**config.mk**
```make
export PLATFORM = sky130hd
export DESIGN_NAME = uart_word_tx
export DESIGN_NICKNAME = d
export VERILOG_FILES = /design/src/rtl/uart_word_tx.sv
export SDC_FILE = /design/constraint.sdc
export NUM_CORES = 1
export LEC_CHECK = 0
export BUFFER_PORTS_ARGS = -buffer_cell sky130_fd_sc_hd__buf_2
export CORE_MARGIN = 5
export CORE_UTILIZATION = 40
export CTS_CLUSTER_DIAMETER = 150
export DETAILED_ROUTE_END_ITERATION = 6
export GPL_TIMING_DRIVEN = 0
export PLACE_DENSITY = 0.57
export SLEW_MARGIN = 40
export SYNTH_ARGS = -nofsm -noshare
export SYNTH_HDL_FRONTEND = slang
export SYNTH_SLANG_ARGS = --single-unit
```
**constraint.sdc**
```tcl
create_clock -name clk_50M -period 4.04 [get_ports clk_50M]
set_input_delay 0.404 -clock clk_50M [delete_from_list [all_inputs] [get_ports clk_50M]]
set_output_delay 0.404 -clock clk_50M [all_outputs]
set_load 0.005 [all_outputs]
```
**src/rtl/uart_word_tx.sv**
```systemverilog
// uart_word_tx: UART 8N1 transmitter for 16-bit words.
// Words enter through a valid/ready handshake into a small FIFO and leave
// on the serial line as two back-to-back frames, low byte first.

module uart_word_tx #(
  parameter int CLKS_PER_BIT = 5208,
  parameter int WORD_WIDTH   = 16,
  parameter int FIFO_DEPTH   = 4
) (
  input  logic                          clk_50M,
  input  logic                          rst,
  input  logic [WORD_WIDTH-1:0]         word_in,
  input  logic                          word_valid,
  output logic                          word_ready,
  output logic                          tx,
  output logic                          busy,
  output logic [$clog2(FIFO_DEPTH):0]   fifo_count
);

  localparam int PTR_W  = (FIFO_DEPTH > 1) ? $clog2(FIFO_DEPTH) : 1;
  localparam int CNT_W  = $clog2(FIFO_DEPTH) + 1;
  localparam int BAUD_W = (CLKS_PER_BIT > 1) ? $clog2(CLKS_PER_BIT) : 1;

  localparam logic [BAUD_W-1:0] BAUD_LAST = BAUD_W'(CLKS_PER_BIT - 1);
  localparam logic [CNT_W-1:0]  CNT_FULL  = CNT_W'(FIFO_DEPTH);

  typedef enum logic [1:0] {
    IDLE,
    START,
    DATA,
    STOP
  } state_t;

  state_t                stateQ;
  logic [BAUD_W-1:0]     baudQ;
  logic [2:0]            bitIdxQ;
  logic                  byteSelQ;
  logic [WORD_WIDTH-1:0] shiftQ;
  logic                  txQ;

  logic [WORD_WIDTH-1:0] memQ [FIFO_DEPTH];
  logic [PTR_W-1:0]      headQ;
  logic [PTR_W-1:0]      tailQ;
  logic [CNT_W-1:0]      countQ;
  logic [CNT_W-1:0]      countD;

  logic                  pushEn;
  logic                  popEn;
  logic                  bitDone;

  // The FIFO takes a word whenever it has room; a full FIFO simply ignores
  // word_valid, even if a pop frees a slot on the same edge.
  assign word_ready = (countQ != CNT_FULL);
  assign pushEn     = word_valid & word_ready;
  assign bitDone    = (baudQ == BAUD_LAST);

  // A word leaves the FIFO either from IDLE, or at the very last cycle of the
  // high-byte stop bit so the next word's start bit follows with no gap.
  assign popEn = (countQ != '0) &
                 ((stateQ == IDLE) | ((stateQ == STOP) & bitDone & byteSelQ));

  assign busy       = (stateQ != IDLE) | (countQ != '0);
  assign fifo_count = countQ;
  assign tx         = txQ;

  // Occupancy bookkeeping: a simultaneous push and pop leaves the count alone.
  always_comb begin
    countD = countQ;
    case ({pushEn, popEn})
      2'b10:   countD = countQ + CNT_W'(1);
      2'b01:   countD = countQ - CNT_W'(1);
      default: countD = countQ;
    endcase
  end

  // Head/tail pointers and count; reset flushes the FIFO by clearing these.
  always_ff @(posedge clk_50M or negedge rst) begin
    if (!rst) begin
      headQ  <= '0;
      tailQ  <= '0;
      countQ <= '0;
    end else begin
      if (pushEn) begin
        tailQ <= tailQ + PTR_W'(1);
      end
      if (popEn) begin
        headQ <= headQ + PTR_W'(1);
      end
      countQ <= countD;
    end
  end

  // Storage array; contents need no reset because the pointers define validity.
  always_ff @(posedge clk_50M) begin
    if (pushEn) begin
      memQ[tailQ] <= word_in;
    end
  end

  // Serializer FSM. The popped word is copied into a shift register that moves
  // one place per data bit, so after the low byte the high byte sits at the
  // bottom. tx is registered and updated on the same edge as each state entry.
  always_ff @(posedge clk_50M or negedge rst) begin
    if (!rst) begin
      stateQ   <= IDLE;
      baudQ    <= '0;
      bitIdxQ  <= '0;
      byteSelQ <= 1'b0;
      shiftQ   <= '0;
      txQ      <= 1'b1;
    end else begin
      case (stateQ)
        IDLE: begin
          txQ   <= 1'b1;
          baudQ <= '0;
          if (popEn) begin
            shiftQ   <= memQ[headQ];
            byteSelQ <= 1'b0;
            stateQ   <= START;
            txQ      <= 1'b0;
          end
        end

        START: begin
          if (bitDone) begin
            baudQ   <= '0;
            bitIdxQ <= '0;
            stateQ  <= DATA;
            txQ     <= shiftQ[0];
          end else begin
            baudQ <= baudQ + BAUD_W'(1);
          end
        end

        DATA: begin
          if (bitDone) begin
            baudQ  <= '0;
            shiftQ <= shiftQ >> 1;
            if (bitIdxQ == 3'd7) begin
              stateQ <= STOP;
              txQ    <= 1'b1;
            end else begin
              bitIdxQ <= bitIdxQ + 3'd1;
              txQ     <= shiftQ[1];
            end
          end else begin
            baudQ <= baudQ + BAUD_W'(1);
          end
        end

        STOP: begin
          if (bitDone) begin
            baudQ <= '0;
            if (!byteSelQ) begin
              byteSelQ <= 1'b1;
              stateQ   <= START;
              txQ      <= 1'b0;
            end else if (popEn) begin
              shiftQ   <= memQ[headQ];
              byteSelQ <= 1'b0;
              stateQ   <= START;
              txQ      <= 1'b0;
            end else begin
              stateQ <= IDLE;
              txQ    <= 1'b1;
            end
          end else begin
            baudQ <= baudQ + BAUD_W'(1);
          end
        end

        default: begin
          stateQ <= IDLE;
          baudQ  <= '0;
          txQ    <= 1'b1;
        end
      endcase
    end
  end

endmodule

```
-- Word level (Yosys, flattened, before mapping)
Memory sizes are Yosys's and may differ from the RTL's.
Index checks and enable logic that the tools add are counted.
W data, S select, Z words.
- register bits after elaboration: 43
- memory bits (writable): 64
- output and inout bits: 6
- memories kept: 1
- add/subtract/negate cells: 6
- eq/ne operators: 15
- mux-type cells: 33
- bitwise logic cells: 6
- reduce and logical (&&, ||, !) cells: 13
- memory list (memory ; depth ; bits a word ; read ports ; clocked after Yosys merged registers in ; wr ports ; RTL line ; RTL):
    memQ ; 4 ; 16 ; 1 ; 0 ; 1 ; 41 ; logic [WORD_WIDTH-1:0] memQ [FIFO_DEPTH];
- operator list (cell ; count):
    $mux W16 ; 4
    $pmux W16 S3 ; 1
    $pmux W13 S2 ; 1
    $ne A2 B2 Y1 const B ; 7
    $add A13 B1 Y13 const B ; 1
    $eq A13 B13 Y1 const B ; 1
    $mux W1 ; 13
    $mux W13 ; 1
    $pmux W3 S2 ; 2
    $mux W2 ; 5
    $mux W3 ; 3
    $pmux W2 S4 ; 1
    $reduce_and A4 Y1 ; 2
    $reduce_bool A2 Y1 ; 4
    $add A3 B1 Y3 const B ; 2
    $eq A2 B2 Y1 const B ; 3
    $reduce_and A3 Y1 ; 2
    $reduce_bool A3 Y1 ; 2
    $reduce_and A5 Y1 ; 1
    $add A2 B1 Y2 const B ; 2
    $and A1 B1 Y1 ; 4
    $eq A2 B1 Y1 const B ; 2
    $pmux W1 S4 ; 1
    $eq A3 B3 Y1 const B ; 1
    6 further kinds ; 7

-- Longest topological paths before layout
Gate-level depths: netlist (run 1).
- depth after elaboration: 9
- mapped depth: 13
- mapped depth without buffers: 12

-- Worst setup path before layout (run 1)
Ideal clock, no wire load.
- path type: register to register
- start: register baudQ[8]
- end: register countQ[2] (netlist: fifo_count[2])
- arrival: 2529 ps
- required time: 3961 ps
- path slack: 1432 ps
- cell stages (with the launch flop): 12
- path buffers: 1
- clock period less this slack: 2608 ps
- path through: dfrtp_1 -> or4b_4 -> o31ai_4 -> nand2b_1 -> buf_6 -> inv_1 -> ha_1 -> inv_1 -> fa_1 -> xor2_1 -> nor2_1 -> xor2_1
- word-level cells in the longest chain between the ends: 7
- elaborated cells between the ends (all ways): 9
- classes of those cells: eq/ne: 3; mux: 1; bitwise: 4; reduce/logical: 1
- RTL lines (item ; RTL line ; RTL):
    from (decl) ; 35 ; logic [BAUD_W-1:0] baudQ;
    from (signal assigned) ; 131 ; baudQ <= baudQ + BAUD_W'(1);
    from (signal assigned) ; 147 ; baudQ <= baudQ + BAUD_W'(1);
    from (signal assigned) ; 168 ; baudQ <= baudQ + BAUD_W'(1);
    $eq A13 B13 Y1 * ; 55 ; assign bitDone = (baudQ == BAUD_LAST);
    $and A1 B1 Y1 * (2 in series) ; 60 ; ((stateQ == IDLE) | ((stateQ == STOP) & bitDone & byteSelQ));
    $or A1 B1 Y1 * ; 60 ;
    $and A1 B1 Y1 * ; 59 ; assign popEn = (countQ != '0) &
    named net popEn ; 48 ; logic popEn;
    $eq A2 B1 Y1 or $eq A2 B2 Y1 (tied branches) ; 69 ; case ({pushEn, popEn})
    $pmux W3 S2 or $reduce_bool A2 Y1 (tied branches) ; n/a ;
    to (signal assigned) ; 89 ; countQ <= countD;
    to (decl) ; 44 ; logic [CNT_W-1:0] countQ;
The timed path passes the listed nets; every way through them passes the cells marked *.
A chain may end at the register's enable or synchronous reset.

-- Worst setup path after layout (run 1)
- start: register baudQ[0]
- end: register countQ[2] (netlist: fifo_count[2])
The elaborated chain is that of the path after synthesis.

==> results.json, run 1 <==
{
  "combPwrFrac_pct": 35.9,
  "yosys_warnings": 0,
  "pwr-share-clk_pct": 22.5,
  "fin_nets": 422,
  "ant_nets": 0,
  "core_um2": 12100,
  "clockBufferDepth": 2,
  "place_inst": 546,
  "grt_pass1_vias": 2912,
  "power.switching_mw": 1.38,
  "p_per_area_nw_per_um2": 690,
  "cts.sinks": 107,
  "clock.fmax_mhz": 342,
  "die-height_um": 121,
  "required_ns": 4.32,
  "critPathLaunchType": "register",
  "insertedDiodeCount": 0,
  "vdd_drop_max_v": 0.000326,
  "grt_util_all_layers_pct": 13.6,
  "period_share_pct": 72.5,
  "syn_inst": 354,
  "cap_viol_max_count": 0,
  "tritoncts": "yes",
  "syn_area_um2": 4960,
  "crit_end": "fifo_count[2]",
  "r2r_slack_ns": 1.11,
  "syn_to_final_growth_pct": 12.6,
  "worstPathArrival_ns": 3.21,
  "yosys_register_bits": 107,
  "rsz0062_at_grt": "no",
  "tightest_slew_ns": 0.687,
  "cts_root_buffer": "clkbuf_16",
  "yosysTopAreaCell": "edfxtp_1",
  "status": "completed",
  "r2r_start": "baudQ[0]",
  "ys_types": 41,
  "setup_viol": 0,
  "hold_buffers": 0,
  "cts_htree_levels": 3,
  "overflow": 0,
  "worstPathMaxFanout": 8,
  "fin_skew_ns": 0.0102,
  "place.gp.congestion": 0.767,
  "die_w_um": 121,
  "critical_path.slowest_cell": "dfrtp_1",
  "drcViolationCount": 0,
  "dieArea_um2": 14700,
  "reg2reg_to": "fifo_count[2]",
  "io_buffers": 24,
  "wl_per_cell_um": 16.3,
  "drt-initial-drc-count": 129,
  "crit_path_end_kind": "register",
  "numCtsBuffers": 9,
  "hp-class": "in -> async",
  "slew-limit-headroom_pct": 53.9,
  "worstRegToRegCells": 12,
  "crit_cells": 12,
  "power_leakage_nw": 2.09,
  "drv_slew": 0,
  "cts_setup_buffers": 0,
  "synth.area.top_cells": "edfxtp_1 39%, dfrtp_1 21%, mux4_2 7.3%, nor2_1 3.3%, ha_1 3.3%",
  "setup-tns-final_ns": 0,
  "fin_util_pct": 46.2,
  "rows": 40,
  "cp_cell_sequence": "ha_1 -> nand4b_1 -> o31ai_4 -> nand2b_1 -> buf_6 -> inv_1 -> ha_1 -> inv_1 -> fa_1 -> xor2_1 -> nor2_1 -> xor2_1",
  "pwr-share-seq_pct": 41.5,
  "hold_viol": 0,
  "clkLatencyLatePin_ns": 0.35,
  "grt_max_degree": 44,
  "layout.cells.non_filler": 562,
  "cp.buffers_inverters": 3,
  "cts_resized": 0,
  "drive_gt1_share_pct": 25.9,
  "p_sw_share_pct": 35.8,
  "p_int_mw": 2.48,
  "crit_type": "reg -> reg",
  "start_util_pct": 41.0,
  "syn_avg_cell_area_um2": 14.0,
  "dp_hpwl_mm": 6.00,
  "slowest_delay_ns": 0.42,
  "yosys.area.top_type_share_pct": 38.7,
  "fin_hold_ws_ns": 0.0370,
  "synth_nets": 387,
  "startpoint": "baudQ[0]",
  "clkSlewWorstSetupHoldPaths_ns": 0.07,
  "dr.pass1.iters": 4,
  "min_period_ns": 2.93,
  "dr_total_vias": 2853,
  "ys_seq_area_share_pct": 60.4,
  "avgViaCountPerCell": 5.08,
  "antenna_found_initial": 0,
  "ios": 25,
  "path_delay_family": "adder cells",
  "drt-total-wl_mm": 9.14,
  "grt_pass1_wl_mm": 15.5
}
state kept, by name (all words and copies together), names as in the netlist:
register    flops
baudQ          13
fifo_count      3
headQ           2
bitIdxQ         3
shiftQ         16
tx              1
stateQ          2
byteSelQ        1
memQ           64
tailQ           2
worst min path at each step:
stage / startpoint / endpoint / slack, ns
2_1_floorplan: rst / baudQ[0] / 0.11
3_3_place_gp: shiftQ[15] / shiftQ[15] / 0.49
3_5_place_dp: rst / baudQ[8] / 0.45
4_1_cts: rst / baudQ[8] / 0.06
5_1_grt: rst / baudQ[8] / 0.09
6_report: rst / baudQ[6] / 0.04
routing by layer:
| metal | routed length, µm | vias to the layer above | track usage (%) |
|---|---|---|---|
| li1 | - | 1387 | - |
| met1 | 4470 | 1430 | 19.1 |
| met2 | 4290 | 26 | 20.7 |
| met3 | 256 | 10 | 3.50 |
| met4 | 125 | 0 | 4.41 |
| met5 | 0 | - | 0 |
power by group through the flow:
stage                     Combinational, mW  Sequential [mW]  Clock [mW]
after global placement                 1.39             1.62           0
final                                  1.39             1.60       0.870
after detailed placement               1.41             1.63           0
after global routing                   1.55             1.64       0.942
after floorplan                        1.08             1.59           0
after CTS                              1.42             1.60       0.890
final cells by class:
| cell class | count | area, µm² |
|---|---|---|
| Timing Repair Buffer | 24 | 123 |
| Sequential cell | 107 | 3000 |
| Tap cell | 168 | 210 |
| Fill cell | 1130 | 6520 |
| Inverter | 15 | 56.3 |
| Buffer | 17 | 124 |
| Clock inverter | 7 | 63.8 |
| Multi-Input combinational cell | 215 | 1790 |
| Clock buffer | 9 | 225 |
cell usage after synthesis:
master and n:
a21o_1 2, a21oi_1 9, a22o_1 3, and2_1 3, and3_1 6, buf_12 1
buf_2 2, buf_4 1, buf_6 5, clkbuf_1 8, dfrtp_1 42, dfstp_2 1
edfxtp_1 64, fa_1 1, ha_1 13, inv_1 15, mux2_2 2, mux4_2 16
nand2_1 15, nand2_2 1, nand2b_1 3, nand3_1 8, nand4_1 1, nand4b_1 1
nand4bb_1 1, nor2_1 44, nor3_1 10, nor3_2 10, nor4_1 5, nor4_2 10
nor4b_1 1, o21ai_0 12, o2bb2ai_1 10, o2bb2ai_2 5, o31a_1 1, o31ai_4 2
or3_1 3, or4b_2 1, or4b_4 1, xnor2_1 10, xor2_1 5
kinds of logic after synthesis:
logic type / share of synthesized area, %
AND/OR/NAND/NOR: 14.6
AO/OA/AOI/OAI: 7.26
adder cells (fa/ha/maj): 3.68
multiplexers: 7.71
flip-flops: 60.4
XOR/XNOR: 2.65
buffers and inverters: 3.63
stage by stage:
step           total power [mW]  worst slack, ns  area [µm²]
2_1_floorplan              2.67             1.43        4960
3_3_place_gp               3.01             1.12        5290
3_5_place_dp               3.03             1.11        5300
4_1_cts                    3.91             1.09        5590
5_1_grt                    4.13            0.844        5590
6_report                   3.86             1.11        5590
cell usage in the layout (no fill, tap or decap), types with 8 or more instances in the layout:
master     instances
xnor2_1           10
nand3_1            8
inv_1             15
nor4_2            10
mux4_2            16
nor3_2            10
clkbuf_16          9
o2bb2ai_1         10
a21oi_1            9
clkbuf_1           8
dfrtp_1           42
o21ai_0           12
ha_1              13
buf_2             25
nor3_1            10
edfxtp_1          64
nand2_1           15
nor2_1            44
Note: power is estimated with default switching activity, not from simulation.
==> run 2: changes to the inputs <==
- clock period: 4.04 -> 3 ns (I/O delays scaled with it)
==> run 2 against run 1 <==
Compared with the run above:
- count of clock-buffer cells in the layout unchanged
- hold slack gained 0.12 ns
- sequential share of layout area shrank 0.48 points
- clock skew shrank 0.0026 ns
- wire length increased by 0.97%
==> results.json, run 2 (same netlist as run 1, synthesis figures left out) <==
{
  "avgViaCountPerCell": 5.08,
  "grt_pass1_wl_mm": 15.5,
  "top_register": "memQ",
  "power_leakage_nw": 2.12,
  "critPathLaunchType": "register",
  "drive_gt1_share_pct": 27.3,
  "ios": 25,
  "largest_registers": "memQ (64), shiftQ (16), baudQ (13)",
  "insertedDiodeCount": 0,
  "setup-tns-final_ns": 0,
  "crit_path_end_kind": "register",
  "startpoint": "baudQ[8]",
  "slew-limit-headroom_pct": 54.0,
  "dr_total_vias": 2884,
  "antenna_found_initial": 0,
  "drt-total-wl_mm": 9.23,
  "clock.fmax_mhz": 357,
  "critical_path.slowest_cell": "or4b_4",
  "core_um2": 12100,
  "post-route-cell-area_um2": 5640,
  "tightest_slew_ns": 0.685,
  "die_w_um": 121,
  "rows": 40,
  "final_cell_mix": "64 x edfxtp_1, 44 x nor2_1, 42 x dfrtp_1",
  "hp-start": "word_in[7]",
  "clkLatencyLatePin_ns": 0.35,
  "fin_skew_ns": 0.00769,
  "cts.sinks": 107,
  "pwr-share-clk_pct": 22.4,
  "io_buffers": 24,
  "period_share_pct": 93.5,
  "cp.buffers_inverters": 3,
  "start_util_pct": 41.0,
  "layout_commonest_cell": "edfxtp_1",
  "worstRegToRegCells": 11,
  "numCtsBuffers": 9,
  "dr.pass1.iters": 4,
  "cts_htree_levels": 3,
  "dp_hpwl_mm": 6.00,
  "clkSlewWorstSetupHoldPaths_ns": 0.08,
  "crit_top_cell": "xor2_1",
  "min_period_ns": 2.80,
  "p_sw_share_pct": 35.8,
  "post-place-ws_ns": 0.0740,
  "reg2reg_to": "fifo_count[2]",
  "r2r_slack_ns": 0.20,
  "p_per_area_nw_per_um2": 930,
  "hp-class": "in -> reg",
  "drv_slew": 0,
  "wl_per_cell_um": 16.2,
  "syn_to_final_growth_pct": 13.6,
  "p_int_mw": 3.37,
  "min_path_cells": 1,
  "grt_util_all_layers_pct": 13.6,
  "die-height_um": 121,
  "grt_pass1_vias": 2925,
  "slowest_delay_ns": 0.60,
  "tritoncts": "yes",
  "overflow": 0,
  "cp_cell_sequence": "or4b_4 -> o31ai_4 -> nand2b_1 -> buf_6 -> inv_2 -> ha_1 -> inv_1 -> fa_1 -> xor2_1 -> nor2_1 -> xor2_1",
  "largest_reg_flops": 64,
  "cts_root_buffer": "clkbuf_16",
  "dieArea_um2": 14700,
  "place.gp.congestion": 0.767,
  "drt-initial-drc-count": 133,
  "required_ns": 3.28,
  "power.switching_mw": 1.88,
  "vdd_drop_max_v": 0.000439,
  "fin_nets": 428,
  "dpl_cell_area_um2": 5300,
  "path_delay_family": "simple AND/OR/NAND/NOR gates",
  "worstPathMaxFanout": 8,
  "grt_max_degree": 44,
  "worstPathArrival_ns": 3.08,
  "combPwrFrac_pct": 36.5,
  "pwr-share-seq_pct": 41.1,
  "ant_nets": 0,
  "clockBufferDepth": 2,
  "final.setup.worst_slack_ns": 0.196,
  "drcViolationCount": 0,
  "crit_type": "reg -> reg",
  "cap_viol_max_count": 0,
  "status": "completed",
  "setup_viol": 0,
  "r2r_start": "baudQ[8]",
  "fin_hold_ws_ns": 0.155,
  "whs_endpoint": "memQ[0][7]",
  "hold_viol": 0
}
==> run 2: cell types whose count changed in the layout (fill, tap and decap cells not counted) <==
cell           before  now
buf_4               2    7
inv_2               0    1
ha_1               13   12
ha_2                0    1
dlygate4sd3_1       0    1
inv_1              15   14
==> run 2: worst max path at each step <==
stage	end	slack, ns	cells past startpoint
5_1_grt	fifo_count[2]	-0.004	11
3_5_place_dp	fifo_count[2]	0.07	12
3_3_place_gp	fifo_count[2]	0.08	12
2_1_floorplan	fifo_count[2]	0.39	11
6_report	fifo_count[2]	0.20	11
4_1_cts	fifo_count[2]	0.05	12
==> run 2: per-layer routing <==
metal / track usage [%] / vias to the layer above / wire (µm)
met1: 19.2 / 1442 / 4530
met4: 4.41 / 0 / 125
met5: 0 / - / 0
li1: - / 1402 / -
met2: 20.7 / 30 / 4310
met3: 3.50 / 10 / 264
==> run 2: layout make-up <==
| class | instances | area [µm²] |
|---|---|---|
| buffer | 17 | 124 |
| clock buffer | 9 | 225 |
| clock inverter | 7 | 63.8 |
| fill | 1125 | 6470 |
| inverter | 15 | 56.3 |
| multi-input combinational | 215 | 1790 |
| sequential | 107 | 3000 |
| tap | 168 | 210 |
| timing repair buffer | 30 | 170 |
==> run 2: power groups by stage <==
| stage | combinational [mW] | sequential [mW] | clock [mW] |
|---|---|---|---|
| detailed placement | 1.90 | 2.19 | 0 |
| CTS | 1.91 | 2.16 | 1.20 |
| finish | 1.92 | 2.16 | 1.17 |
| global placement | 1.87 | 2.18 | 0 |
| floorplan | 1.45 | 2.14 | 0 |
| global route | 2.14 | 2.20 | 1.27 |
==> run 2: timing repair <==
item / 4_1_cts / 5_1_grt
hold buffers: 1 / 0
setup buffers: 0 / 5
endpoints found under the hold margin: 42 / 0
gates resized for setup: 0 / 2
setup endpoints to repair: 0 / 1
==> run 2: through the flow <==
stage               power (mW)  util, %  std cells
global route              5.61     46.6        568
CTS                       5.27     46.2        563
floorplan                 3.59        -        354
detailed placement        4.09     43.8        546
global placement          4.05     43.7        546
finish                    5.25     46.6        568
==> run 3: changes to the inputs <==
- BUFFER_PORTS_ARGS: -buffer_cell sky130_fd_sc_hd__buf_2 -> -buffer_cell sky130_fd_sc_hd__clkbuf_2
==> run 3 against run 2 <==
Compared with the run above:
- the run now ends with negative hold slack left
- largest cell class unchanged
- global-route usage fell by 0.22 points
- critical endpoint unchanged
- fmax rose by 1.5%
- first-iteration DRC count rose by 64%
- utilization decreased by 0.35 points
- clock power shrank 3%
- critical path type unchanged
- highest routed layer unchanged
- critical path depth is the same
- sequential power hardly changed
==> results.json, run 3 (same netlist as run 1, synthesis figures left out) <==
{
  "core_um2": 12100,
  "wl_per_cell_um": 16.1,
  "clkSlewWorstSetupHoldPaths_ns": 0.07,
  "drt-total-wl_mm": 9.07,
  "insertedDiodeCount": 0,
  "final_cell_mix": "64 x edfxtp_1, 44 x nor2_1, 42 x dfrtp_1",
  "startpoint": "baudQ[8]",
  "cp_cell_sequence": "or4b_4 -> o31ai_4 -> nand2b_1 -> buf_6 -> inv_2 -> ha_1 -> inv_1 -> fa_1 -> xor2_1 -> nor2_1 -> xor2_1",
  "cts.sinks": 107,
  "numCtsBuffers": 9,
  "clockBufferDepth": 2,
  "largest_reg_flops": 64,
  "fin_skew_ns": 0.00436,
  "ant_nets": 0,
  "rows": 40,
  "largest_registers": "memQ (64), shiftQ (16), baudQ (13)",
  "dr_total_vias": 2896,
  "critical_path.slowest_cell": "or4b_4",
  "dieArea_um2": 14700,
  "nFillCells": 1101,
  "fin_nets": 424,
  "drv_slew": 0,
  "min_period_ns": 2.76,
  "slowest_delay_ns": 0.60,
  "violations": "negative hold slack",
  "crit_path_end_kind": "register",
  "slew-limit-headroom_pct": 54.1,
  "clock.fmax_mhz": 362,
  "rsz0062_at_grt": "no",
  "cp.buffers_inverters": 3,
  "dr.pass1.iters": 4,
  "dp_hpwl_mm": 6.09,
  "io_buffers": 24,
  "worstPathArrival_ns": 3.03,
  "r2r_slack_ns": 0.24,
  "worstPathMaxFanout": 8,
  "syn_to_final_growth_pct": 12.8,
  "crit_type": "reg -> reg",
  "setup_viol": 0,
  "layout_commonest_cell": "edfxtp_1",
  "clkLatencyLatePin_ns": 0.34,
  "top_register": "memQ",
  "setup-tns-final_ns": 0,
  "p_per_area_nw_per_um2": 922,
  "post-route-cell-area_um2": 5600,
  "hold_buffers": 0,
  "die-height_um": 121,
  "ios": 25,
  "layout.cells.non_filler": 564,
  "drive_gt1_share_pct": 26.0,
  "crit_cells": 11,
  "status": "complete, but fails checks",
  "hold_viol": 5,
  "power_leakage_nw": 2.10,
  "hp-class": "in -> async",
  "drt-initial-drc-count": 218,
  "tritoncts": "yes",
  "start_util_pct": 41.0,
  "grt_pass1_vias": 3008,
  "required_ns": 3.27,
  "overflow": 0,
  "avgViaCountPerCell": 5.13,
  "crit_top_cell": "xor2_1",
  "dpl_cell_area_um2": 5300,
  "cap_viol_max_count": 0,
  "grt_pass1_wl_mm": 15.4,
  "crit_end": "fifo_count[2]",
  "vdd_drop_max_v": 0.000491,
  "worstRegToRegCells": 11,
  "antenna_found_initial": 0,
  "cts_htree_levels": 3,
  "path_delay_family": "simple AND/OR/NAND/NOR gates",
  "place.gp.congestion": 0.778,
  "critPathLaunchType": "register",
  "drcViolationCount": 0,
  "r2r_start": "baudQ[8]",
  "grt_max_degree": 44,
  "reg2reg_to": "fifo_count[2]",
  "grt_util_all_layers_pct": 13.4,
  "fin_hold_ws_ns": -0.0135,
  "tightest_slew_ns": 0.689,
  "cts_root_buffer": "clkbuf_16",
  "die_w_um": 121,
  "place_inst": 546,
  "period_share_pct": 92.1
}
-- run 3: cell count changes in the layout (fill, tap and decap cells not counted), sizes merged --
cell and change:
buf -27, clkinv +1, dlygate4sd3 -1, clkinvlp -1, clkbuf +24
-- run 3: timing repair --
| item | 4_1_cts | 5_1_grt |
|---|---|---|
| buffers inserted | 0 | 2 |
| setup endpoints to repair | 0 | 1 |
| endpoints found under the hold margin | 0 | 0 |
| resized for setup | 0 | 1 |
-- run 3: routing by layer --
layer  routed length, µm  GRT usage [%]
met1                4260           18.2
met2                4390           21.4
met3                 299           3.08
met4                 124           4.41
met5                   0              0
-- run 3: worst min path at each step --
stage	to
2_1_floorplan	baudQ[0]
3_3_place_gp	shiftQ[15]
3_5_place_dp	baudQ[6]
4_1_cts	tailQ[0]
5_1_grt	baudQ[8]
6_report	baudQ[8]
-- run 3: worst reg2reg max path, delay by kind of cell, from the launching register on --
kind,cells,cell delay [ns]
fa+ha+maj,2,0.55
xor+xnor,2,0.32
simple gates,3,0.84
compound gates,1,0.24
flops,1,0.42
buf+inv,3,0.31
-- run 3: through the flow --
step / power [mW] / utilization, % / setup slack [ns]
floorplan: 3.59 / - / 0.392
finish: 5.16 / 46.2 / 0.238
CTS: 5.23 / 46.1 / 0.0302
global route: 5.53 / 46.2 / 0.0662
global placement: 4.05 / 43.7 / 0.0587
detailed placement: 4.09 / 43.8 / 0.0490
-- run 3: report_power, final --
group / leakage, nW / switching (mW) / internal (mW) / total, mW
combinational: 0.810 / 1.07 / 0.800 / 1.87
sequential: 1.15 / 0.204 / 1.96 / 2.16
clock: 0.140 / 0.551 / 0.579 / 1.13
total: 2.10 / 1.83 / 3.34 / 5.16
-- run 3: final cells by class --
| cell class | instances | area, µm² | area share (%) |
|---|---|---|---|
| flip-flops and latches | 107 | 3000 | 53.6 |
| multi-input cells | 215 | 1790 | 32.0 |
| clock buffers | 9 | 225 | 4.02 |
| well taps | 168 | 210 | 3.76 |
| repair buffers | 26 | 138 | 2.46 |
| plain buffers | 17 | 124 | 2.21 |
| clock inverters | 7 | 56.3 | 1.01 |
| inverters | 15 | 56.3 | 1.01 |
